===== config.mk =====
export PLATFORM = sky130hd
export DESIGN_NAME = mips_sc_cpu
export DESIGN_NICKNAME = d
export VERILOG_FILES = /design/src/rtl/mips_pkg.sv /design/src/rtl/mips_regfile.sv /design/src/rtl/mips_sc_cpu.sv
export SDC_FILE = /design/constraint.sdc
export NUM_CORES = 2
export LEC_CHECK = 0
export CAP_MARGIN = 5
export CORE_MARGIN = 2
export CORE_UTILIZATION = 55
export CTS_BUF_LIST = sky130_fd_sc_hd__clkbuf_2 sky130_fd_sc_hd__clkbuf_4 sky130_fd_sc_hd__clkbuf_8
export CTS_CLUSTER_SIZE = 28
export DETAILED_ROUTE_END_ITERATION = 6
export HOLD_SLACK_MARGIN = 0.06
export PLACE_DENSITY_LB_ADDON = 0.25
export SLEW_MARGIN = 5
export SYNTH_ARGS = -nofsm -noshare
export SYNTH_HDL_FRONTEND = slang
export SYNTH_SLANG_ARGS = --single-unit

===== constraint.sdc =====
create_clock -name clk -period 10.4 [get_ports clk]
set_input_delay 1.56 -clock clk [delete_from_list [all_inputs] [get_ports clk]]
set_output_delay 1.56 -clock clk [all_outputs]
set_load 0.05 [all_outputs]

===== src/rtl/mips_pkg.sv =====
// Shared constants and types for the single-cycle MIPS subset core:
// opcode/funct encodings, ALU operation set and decoded control bundle.
package mips_pkg;

  localparam int NUM_REGS   = 32;
  localparam int IMEM_DEPTH = 64;
  localparam int DMEM_DEPTH = 64;
  localparam int PC_W       = $clog2(IMEM_DEPTH);
  localparam int DADDR_W    = $clog2(DMEM_DEPTH);

  localparam logic [5:0] OP_RTYPE = 6'h00;
  localparam logic [5:0] OP_J     = 6'h02;
  localparam logic [5:0] OP_JAL   = 6'h03;
  localparam logic [5:0] OP_BEQ   = 6'h04;
  localparam logic [5:0] OP_BNE   = 6'h05;
  localparam logic [5:0] OP_ADDI  = 6'h08;
  localparam logic [5:0] OP_ADDIU = 6'h09;
  localparam logic [5:0] OP_SLTI  = 6'h0A;
  localparam logic [5:0] OP_SLTIU = 6'h0B;
  localparam logic [5:0] OP_ANDI  = 6'h0C;
  localparam logic [5:0] OP_ORI   = 6'h0D;
  localparam logic [5:0] OP_XORI  = 6'h0E;
  localparam logic [5:0] OP_LUI   = 6'h0F;
  localparam logic [5:0] OP_LW    = 6'h23;
  localparam logic [5:0] OP_SW    = 6'h2B;

  localparam logic [5:0] FN_SLL  = 6'h00;
  localparam logic [5:0] FN_SRL  = 6'h02;
  localparam logic [5:0] FN_SRA  = 6'h03;
  localparam logic [5:0] FN_JR   = 6'h08;
  localparam logic [5:0] FN_ADD  = 6'h20;
  localparam logic [5:0] FN_ADDU = 6'h21;
  localparam logic [5:0] FN_SUB  = 6'h22;
  localparam logic [5:0] FN_SUBU = 6'h23;
  localparam logic [5:0] FN_AND  = 6'h24;
  localparam logic [5:0] FN_OR   = 6'h25;
  localparam logic [5:0] FN_XOR  = 6'h26;
  localparam logic [5:0] FN_NOR  = 6'h27;
  localparam logic [5:0] FN_SLT  = 6'h2A;
  localparam logic [5:0] FN_SLTU = 6'h2B;

  typedef enum logic [3:0] {
    ALU_ADD, ALU_SUB, ALU_AND, ALU_OR, ALU_XOR, ALU_NOR,
    ALU_SLT, ALU_SLTU, ALU_SLL, ALU_SRL, ALU_SRA, ALU_LUI
  } alu_op_t;

  typedef struct packed {
    logic reg_write;
    logic reg_dst;
    logic alu_src;
    logic mem_write;
    logic mem_to_reg;
    logic branch;
    logic branch_ne;
    logic jump;
    logic link;
    logic jr;
    logic imm_zext;
  } ctrl_t;

  function automatic logic [31:0] ext_imm(input logic [15:0] imm, input logic zext);
    return zext ? {16'd0, imm} : {{16{imm[15]}}, imm};
  endfunction

endpackage


===== src/rtl/mips_regfile.sv =====
// 32x32 register file, two combinational read ports and one write port at the clock edge.
// $0 is hardwired to zero; the whole file clears asynchronously on reset.
module mips_regfile
  import mips_pkg::*;
(
  input  logic        i_clk,
  input  logic        i_rst_n,
  input  logic [4:0]  i_raddr_a,
  input  logic [4:0]  i_raddr_b,
  output logic [31:0] o_rdata_a,
  output logic [31:0] o_rdata_b,
  input  logic        i_we,
  input  logic [4:0]  i_waddr,
  input  logic [31:0] i_wdata
);

  logic [31:0] r_regs [NUM_REGS];

  always_ff @(posedge i_clk or negedge i_rst_n) begin
    if (!i_rst_n) begin
      for (int i = 0; i < NUM_REGS; i++) r_regs[i] <= '0;
    end else if (i_we && (i_waddr != 5'd0)) begin
      r_regs[i_waddr] <= i_wdata;
    end
  end

  // Reads see the pre-edge contents, so a same-cycle write is not forwarded.
  assign o_rdata_a = (i_raddr_a == 5'd0) ? 32'd0 : r_regs[i_raddr_a];
  assign o_rdata_b = (i_raddr_b == 5'd0) ? 32'd0 : r_regs[i_raddr_b];

endmodule


===== src/rtl/mips_sc_cpu.sv =====
// Single-cycle MIPS subset core: one instruction committed per clock,
// combinational decode/ALU/memory access, PC/register/memory writes on the same edge.
module mips_sc_cpu
  import mips_pkg::*;
(
  input  logic        clk,
  input  logic        rst,
  output logic [5:0]  iaddr,
  input  logic [31:0] idata,
  output logic [5:0]  daddr,
  output logic        dwr,
  output logic [31:0] ddout,
  input  logic [31:0] ddin
);

  logic [PC_W-1:0] r_pc;

  logic [5:0]  w_op, w_fn;
  logic [4:0]  w_rs, w_rt, w_rd, w_sh;
  logic [15:0] w_imm;

  assign w_op  = idata[31:26];
  assign w_rs  = idata[25:21];
  assign w_rt  = idata[20:16];
  assign w_rd  = idata[15:11];
  assign w_sh  = idata[10:6];
  assign w_fn  = idata[5:0];
  assign w_imm = idata[15:0];

  ctrl_t   w_ctrl;
  alu_op_t w_alu_op;

  always_comb begin
    w_ctrl   = '0;
    w_alu_op = ALU_ADD;
    case (w_op)
      OP_RTYPE: begin
        w_ctrl.reg_write = 1'b1;
        w_ctrl.reg_dst   = 1'b1;
        case (w_fn)
          FN_ADD, FN_ADDU: w_alu_op = ALU_ADD;
          FN_SUB, FN_SUBU: w_alu_op = ALU_SUB;
          FN_AND:          w_alu_op = ALU_AND;
          FN_OR:           w_alu_op = ALU_OR;
          FN_XOR:          w_alu_op = ALU_XOR;
          FN_NOR:          w_alu_op = ALU_NOR;
          FN_SLT:          w_alu_op = ALU_SLT;
          FN_SLTU:         w_alu_op = ALU_SLTU;
          FN_SLL:          w_alu_op = ALU_SLL;
          FN_SRL:          w_alu_op = ALU_SRL;
          FN_SRA:          w_alu_op = ALU_SRA;
          FN_JR: begin
            w_ctrl    = '0;
            w_ctrl.jr = 1'b1;
          end
          default:         w_ctrl = '0;
        endcase
      end
      OP_ADDI, OP_ADDIU: begin
        w_ctrl.reg_write = 1'b1;
        w_ctrl.alu_src   = 1'b1;
      end
      OP_SLTI: begin
        w_ctrl.reg_write = 1'b1;
        w_ctrl.alu_src   = 1'b1;
        w_alu_op         = ALU_SLT;
      end
      OP_SLTIU: begin
        w_ctrl.reg_write = 1'b1;
        w_ctrl.alu_src   = 1'b1;
        w_alu_op         = ALU_SLTU;
      end
      OP_ANDI, OP_ORI, OP_XORI: begin
        w_ctrl.reg_write = 1'b1;
        w_ctrl.alu_src   = 1'b1;
        w_ctrl.imm_zext  = 1'b1;
        w_alu_op = (w_op == OP_ANDI) ? ALU_AND : (w_op == OP_ORI) ? ALU_OR : ALU_XOR;
      end
      OP_LUI: begin
        w_ctrl.reg_write = 1'b1;
        w_ctrl.alu_src   = 1'b1;
        w_alu_op         = ALU_LUI;
      end
      OP_LW: begin
        w_ctrl.reg_write  = 1'b1;
        w_ctrl.alu_src    = 1'b1;
        w_ctrl.mem_to_reg = 1'b1;
      end
      OP_SW: begin
        w_ctrl.alu_src   = 1'b1;
        w_ctrl.mem_write = 1'b1;
      end
      OP_BEQ: w_ctrl.branch = 1'b1;
      OP_BNE: begin
        w_ctrl.branch    = 1'b1;
        w_ctrl.branch_ne = 1'b1;
      end
      OP_J:   w_ctrl.jump = 1'b1;
      OP_JAL: begin
        w_ctrl.jump      = 1'b1;
        w_ctrl.link      = 1'b1;
        w_ctrl.reg_write = 1'b1;
      end
      default: w_ctrl = '0;
    endcase
  end

  logic [31:0] w_rs_val, w_rt_val;
  logic        w_we;
  logic [4:0]  w_wr_addr;
  logic [31:0] w_wr_data;

  mips_regfile u_regfile (
    .i_clk     (clk),
    .i_rst_n   (rst),
    .i_raddr_a (w_rs),
    .i_raddr_b (w_rt),
    .o_rdata_a (w_rs_val),
    .o_rdata_b (w_rt_val),
    .i_we      (w_we),
    .i_waddr   (w_wr_addr),
    .i_wdata   (w_wr_data)
  );

  logic [31:0] w_imm_ext, w_alu_b, w_alu_res;

  assign w_imm_ext = ext_imm(w_imm, w_ctrl.imm_zext);
  assign w_alu_b   = w_ctrl.alu_src ? w_imm_ext : w_rt_val;

  always_comb begin
    w_alu_res = '0;
    case (w_alu_op)
      ALU_ADD:  w_alu_res = w_rs_val + w_alu_b;
      ALU_SUB:  w_alu_res = w_rs_val - w_alu_b;
      ALU_AND:  w_alu_res = w_rs_val & w_alu_b;
      ALU_OR:   w_alu_res = w_rs_val | w_alu_b;
      ALU_XOR:  w_alu_res = w_rs_val ^ w_alu_b;
      ALU_NOR:  w_alu_res = ~(w_rs_val | w_alu_b);
      ALU_SLT:  w_alu_res = {31'd0, $signed(w_rs_val) < $signed(w_alu_b)};
      ALU_SLTU: w_alu_res = {31'd0, w_rs_val < w_alu_b};
      ALU_SLL:  w_alu_res = w_alu_b << w_sh;
      ALU_SRL:  w_alu_res = w_alu_b >> w_sh;
      ALU_SRA:  w_alu_res = $signed(w_alu_b) >>> w_sh;
      ALU_LUI:  w_alu_res = {w_alu_b[15:0], 16'd0};
      default:  w_alu_res = '0;
    endcase
  end

  logic [PC_W-1:0] w_pc_plus1, w_br_target, w_pc_next;
  logic            w_br_taken;

  assign w_pc_plus1  = r_pc + PC_W'(1);
  // Sign-extended offset truncated to the PC width is just its low bits.
  assign w_br_target = w_pc_plus1 + w_imm[PC_W-1:0];
  assign w_br_taken  = w_ctrl.branch & ((w_rs_val == w_rt_val) ^ w_ctrl.branch_ne);

  always_comb begin
    w_pc_next = w_pc_plus1;
    if (w_ctrl.jr)        w_pc_next = w_rs_val[PC_W+1:2];
    else if (w_ctrl.jump) w_pc_next = idata[PC_W-1:0];
    else if (w_br_taken)  w_pc_next = w_br_target;
  end

  always_ff @(posedge clk or negedge rst) begin
    if (!rst) r_pc <= '0;
    else      r_pc <= w_pc_next;
  end

  assign w_we      = w_ctrl.reg_write;
  assign w_wr_addr = w_ctrl.link ? 5'd31 : (w_ctrl.reg_dst ? w_rd : w_rt);
  assign w_wr_data = w_ctrl.link       ? {{(32-PC_W){1'b0}}, w_pc_plus1} :
                     w_ctrl.mem_to_reg ? ddin : w_alu_res;

  assign iaddr = r_pc;
  assign daddr = w_alu_res[DADDR_W+1:2];
  assign ddout = w_rt_val;
  // Store enable is gated by reset so an interrupted sw never reaches memory.
  assign dwr   = w_ctrl.mem_write & rst;

endmodule


After elaboration in Yosys (flattened, before gate mapping)
Index checks and enable logic that the tools add are counted.
{ "word_totals": {"reg_bits": 1030, "input_bits": 66, "out_inout_bits": 45} }
{ "classes": {"bitwise": 10, "n_addsub": 4, "mux": 37, "magnitude_cmp": 6, "shift": 3, "n_eq_ne": 39, "n_reduce_logical": 15} }
{ "op_table": {"columns": ["cell", "n"], "rows": [
  ["bitwise mux 1024 bit", 1],
  ["case mux 32 bit (12 select lines)", 1],
  ["two-way mux 32 bit", 11],
  ["binary-select mux 32 bit (select 5 bit)", 2],
  ["demux 32 bit (select 5 bit)", 1],
  ["== test 6 bit, second input constant", 12],
  ["< comparator 32 bit", 2],
  ["== test 6 x 4 -> 1 bit, second input constant", 9],
  ["case mux 4 bit (10 select lines)", 1],
  ["adder 32 bit", 1],
  ["AND 32 bit", 1],
  ["== test 32 bit", 1],
  ["inverter 32 bit", 1],
  ["OR 32 bit", 1],
  ["<< shifter 32 x 5 -> 32 bit", 1],
  [">> shifter 32 x 5 -> 32 bit", 1],
  [">>> shifter 32 x 5 -> 32 bit", 1],
  ["subtractor 32 bit", 1],
  ["bitwise XOR 32 bit", 1],
  ["== test 6 x 2 -> 1 bit, second input constant", 4],
  ["case mux 11 bit (2 select lines)", 1],
  ["case mux 4 bit (5 select lines)", 1],
  ["OR reduction 10 bit", 2],
  ["greater-or-equal comparator 6 bit, second input constant", 3],
  ["24 further kinds", 53]
]} }

Depth between registers and ports, before layout
{ "depth": {"ltp_word": 12, "mapped_depth": 26, "ltp_nobuf": 19} }

Hierarchy
A second synthesis with hierarchy kept.
{ "hier_totals": {"cells_unflattened": 5381, "hier_area_um2": 66677.7} }
{ "modules_own_cells": {"columns": ["mod", "cells_per_inst", "area_each_um2", "instances"], "rows": [
  ["mips_regfile", 3514, 54161.9, 1],
  ["mips_sc_cpu", 1867, 12515.8, 1]
]} }

Least setup slack after synthesis
OpenSTA, ideal clock, no wires.
{ "synth_timing": {"path_type": "in2out", "start": "in idata[21]", "end": "out daddr[4]", "arrival_time_ps": 5689, "path_buffers": 3, "setup_slack_ps": 3151, "cell_stages": 18, "cell_sequence": "buf_2 buf_2 buf_1 mux4_2 a22oi_1 nand3_1 nand2_1 inv_1 fa_1 nand2b_1 a21oi_1 o21ai_0 a21oi_1 or3_1 and3_1 o21ai_0 o211ai_1 o31a_1"} }
{ "synth_via": {"elab_chain_cells": 8} }
{ "synth_rtl": {"columns": ["item", "line_no", "source"], "rows": [
  ["from (decl)", "mips_sc_cpu.sv:9", "input logic [31:0] idata,"],
  ["inverter 5 -> 6 bit (implied by the code)", "mips_regfile.sv:28", "assign o_rdata_a = (i_raddr_a == 5'd0) ? 32'd0 : r_regs[i_raddr_a];"],
  ["binary-select mux 32 bit (select 5 bit)", "mips_regfile.sv:28", null],
  ["two-way mux 32 bit (implied by the code) (2 in a row)", "mips_regfile.sv:28", null],
  ["two-way mux 32 bit *", "mips_regfile.sv:28", null],
  ["branches (longest 2 deep; another with subtractor 32 bit)", null, null],
  ["case mux 32 bit (12 select lines) *", "mips_sc_cpu.sv:132", "case (w_alu_op)"],
  ["to (decl)", "mips_sc_cpu.sv:10", "output logic [5:0] daddr,"]
]} }
Every way passes the cells marked *. The select of a mux whose other input is x is not followed.

Worst setup path after layout
{ "layout_timing": {"start": "in idata[19]", "end": "out daddr[5]"} }
{ "layout_via": {"elab_chain_cells": 9} }
{ "layout_rtl": {"columns": ["item", "line_no", "source"], "rows": [
  ["inverter 5 -> 6 bit (implied by the code)", "mips_regfile.sv:29", "assign o_rdata_b = (i_raddr_b == 5'd0) ? 32'd0 : r_regs[i_raddr_b];"],
  ["binary-select mux 32 bit (select 5 bit)", "mips_regfile.sv:29", null],
  ["two-way mux 32 bit (implied by the code) (2 in a row)", "mips_regfile.sv:29", null],
  ["two-way mux 32 bit *", "mips_regfile.sv:29", null],
  ["two-way mux 32 bit *", "mips_sc_cpu.sv:128", "assign w_alu_b = w_ctrl.alu_src ? w_imm_ext : w_rt_val;"],
  ["branches (longest 2 deep; another with subtractor 32 bit)", null, null],
  ["case mux 32 bit (12 select lines) *", "mips_sc_cpu.sv:132", null]
]} }
Marked as above.

==> results_dict.tcl <==
set metrics [dict create \
    timing.fmax_ghz 0.101 \
    p_leak_nw 31.8 \
    synth_nets 6338 \
    dp.cells 7468 \
    io_pins 111 \
    slew-limit-headroom_pct -4.70 \
    synth-seq-cells 1030 \
    layout.cells.non_filler 7780 \
    num_vias 57700 \
    cts_buffers 170 \
    hpwl_um 189000 \
    reg2reg_slack_ns 3.42 \
    grt_pass1_wl_um 406000 \
    cts_setup_buffers 0 \
    fp.dieArea_mm2 0.124 \
    crit_required_ns 8.84 \
    vias_per_cell 7.41 \
    clockBufferDepth 3 \
    syn_to_final_growth_pct 8.99 \
    grt_max_degree 175 \
    fin_ws_ns 0.481 \
    place.port_buffers 110 \
    num-fill-cells 9756 \
    clkSlewWorstSetupHoldPaths_ns 0.05 \
    fin_setup_tns_ns 0 \
    wl_um 283000 \
    hp-class "reg2reg" \
    antenna_found_initial 9 \
    worstSkewPairLatency_ns 0.93 \
    syn_area_per_cell_um2 10.9 \
    synth.distinct_cells 119 \
    finalMaxSlewViolations 3 \
    postCtsHoldBufs 0 \
    final-setup-viol-count 0 \
    async_flop_share_pct 100 \
    synth_cells 6163 \
    yosysWarnings 0 \
    cts_tree "built" \
    wire_per_inst_um 36.4 \
    synthTopCellsByArea "dfrtp_1 (39%), mux4_2 (16%), mux2_2 (8.2%)" \
    root_buffer "clkbuf_8" \
    synth_top_area_cell "dfrtp_1" \
    timing.final.crit_share_pct 95.4 \
    grtUsageTotal_pct 45.1 \
    status "complete, but fails checks" \
    drv_cap 1 \
    rows 127 \
    clock_skew_ns 0.0782 \
    drtAntennaViolNets 0 \
    post-route-drc-count 0 \
    first_pass_iters 6 \
    initial_utilization_pct 55.6 \
    final_area_mm2 0.0729 \
    path_max_fanout 14 \
    globalplace.congestion 1.14 \
    final.min_clock_period_ns 9.92 \
    hold_violations 0 \
    grt_pass1_vias 56000 \
    place_ws_ns 1.00 \
    worst_pin_slew_ns 1.57 \
    die_w_um 353 \
    synth_seq_area_share_pct 38.5 \
    cts_max_level 4 \
    detailed_place.area_mm2 0.0691 \
    dieHeight_um 353 \
    cts_resized 0 \
    first_iter_violations 8741 \
    synth_top_area_share_pct 38.5 \
    criticalPathCategory "in2out" \
    drive_above_1_share_pct 27.4 \
    clock_sinks 1030 \
    syn-cell-area_mm2 0.0669 \
    grt_remaining_overflow 0 \
    violations "max-capacitance violations, max-slew violations" \
    rsz0062_at_grt "no" \
    synth_edf_count 0 \
    ir_drop_v 0.000145 \
    worstSetupStartpointType "input port" \
    nNetsFinal 6203 \
    arrival_ns 8.36 \
    synth-main-ff-cell "dfrtp_1" \
    end_kind "output pin" \
    p_per_area_mw_per_mm2 168 \
    core_mm2 0.120 \
]
[synth_stat cells, drive strengths merged (26+ instances only)]
cell type / number
a21oi: 169
nor2: 191
o22ai: 46
a21o: 26
nand2: 819
buf: 248
a22oi: 124
o22a: 45
nor3: 68
o221ai: 30
mux2: 494
a211oi: 49
clkbuf: 400
nand4: 61
nand3: 97
o31ai: 217
nor4: 39
a221oi: 30
o21ai: 468
o211ai: 55
inv: 123
dfrtp: 1030
ha: 106
a32oi: 26
a31oi: 49
xnor2: 46
mux4: 466
mux2i: 201
and3: 38
a22o: 27
[area by class of cell]
| cell class | instances | area (um2) | area share (%) |
|---|---|---|---|
| antenna | 4 | 10.0 | 0.0137 |
| clock buffer | 276 | 3440 | 4.72 |
| clock inverter | 32 | 320 | 0.439 |
| inverter | 123 | 462 | 0.633 |
| multi-input combinational | 4359 | 37900 | 52.0 |
| sequential | 1030 | 25800 | 35.4 |
| tap | 1612 | 2020 | 2.77 |
| timing repair buffer | 344 | 3000 | 4.12 |
[final timing paths]
kind | from | to | cells after the start
min in group asynchronous | rst | u_regfile.r_regs[449] | 1
worst min-delay path | u_regfile.r_regs[1023] | u_regfile.r_regs[1023] | 0
worst max-delay path | idata[19] | daddr[5] | 21
worst min register to register | u_regfile.r_regs[1023] | u_regfile.r_regs[1023] | 0
max in group asynchronous | rst | u_regfile.r_regs[811] | 5
worst max register to register | u_regfile.r_regs[589] | u_regfile.r_regs[637] | 16
[cell families after synthesis]
group | Yosys count | share of synthesized area (%)
adders and majority gates | 109 | 2.07
DFF | 1030 | 38.5
xor gates and xnor gates | 57 | 0.746
and+or+nand+nor | 1452 | 9.81
AOI/OAI and AO/OA | 1580 | 16.3
buffers and inverters | 774 | 5.55
muxes | 1161 | 27.0
[registers in the layout, indices dropped and copies added, names as in the netlist]
name              cells
u_regfile.r_regs   1024
iaddr                 6
[placed cells by master, fill, tap and decap left out, types with 20 or more instances in the layout]
cell type	instances
a32oi_1	20
nor2_1	185
o2111ai_1	22
a21o_1	26
o21ai_1	40
a22oi_1	120
mux2_2	490
o211ai_1	53
ha_1	106
nand4_1	60
nand3_1	97
a221oi_1	28
o22a_1	45
and2_1	20
nor3_1	60
o22ai_1	45
clkdlybuf4s50_1	90
buf_4	226
a211o_1	22
mux4_2	466
and3_1	35
clkbuf_4	57
a31oi_1	40
o31ai_1	216
dfrtp_1	1030
inv_1	110
nand2b_1	21
nor4_1	32
o221ai_1	27
a21oi_1	158
mux2i_1	201
clkbuf_8	219
a22o_1	27
xnor2_1	46
o21ai_0	419
o21bai_1	22
nand2_1	789
a211oi_1	44
[power by group]
group | internal, mW | switching [mW] | leakage [nW] | total (mW)
Clock | 2.20 | 1.73 | 1.98 | 3.92
Combinational | 1.30 | 2.17 | 15.7 | 3.47
Sequential | 4.49 | 0.372 | 14.1 | 4.86
[routing by layer]
layer  vias up  share of wire (%)  track usage [%]
met1     28900                 35             56.7
li1      23100                  -                -
met5         -              0.021                0
met2      4457                 42             64.8
met4         8                8.5             31.7
met3      1147                 14             16.2
[critical path: stages]
cell             delay, ns
clkdlybuf4s50_1       1.08
nand3b_1              0.83
buf_4                 0.35
o22a_1                0.14
nand4_1               0.25
a32oi_1               0.50
buf_4                 0.28
inv_1                 0.08
ha_1                  0.22
a21o_1                0.20
nand4_1               0.12
a21boi_0              0.11
buf_4                 0.18
o21ai_0               0.21
a21oi_1               0.10
a21oi_1               0.27
xnor2_1               0.11
a221oi_1              0.66
a21boi_1              0.73
inv_1                 0.11
buf_4                 0.22
[metrics by stage]
step           power, mW  utilization, %  hold slack (ns)
2_1_floorplan       7.00               -            0.441
3_3_place_gp        8.18            57.5            0.376
3_5_place_dp        8.25            57.5            0.384
4_1_cts             12.1            60.6            0.396
5_1_grt             12.7            60.6            0.411
6_report            12.3            60.6            0.391
No activity file was read; power rests on OpenSTA's default activity.
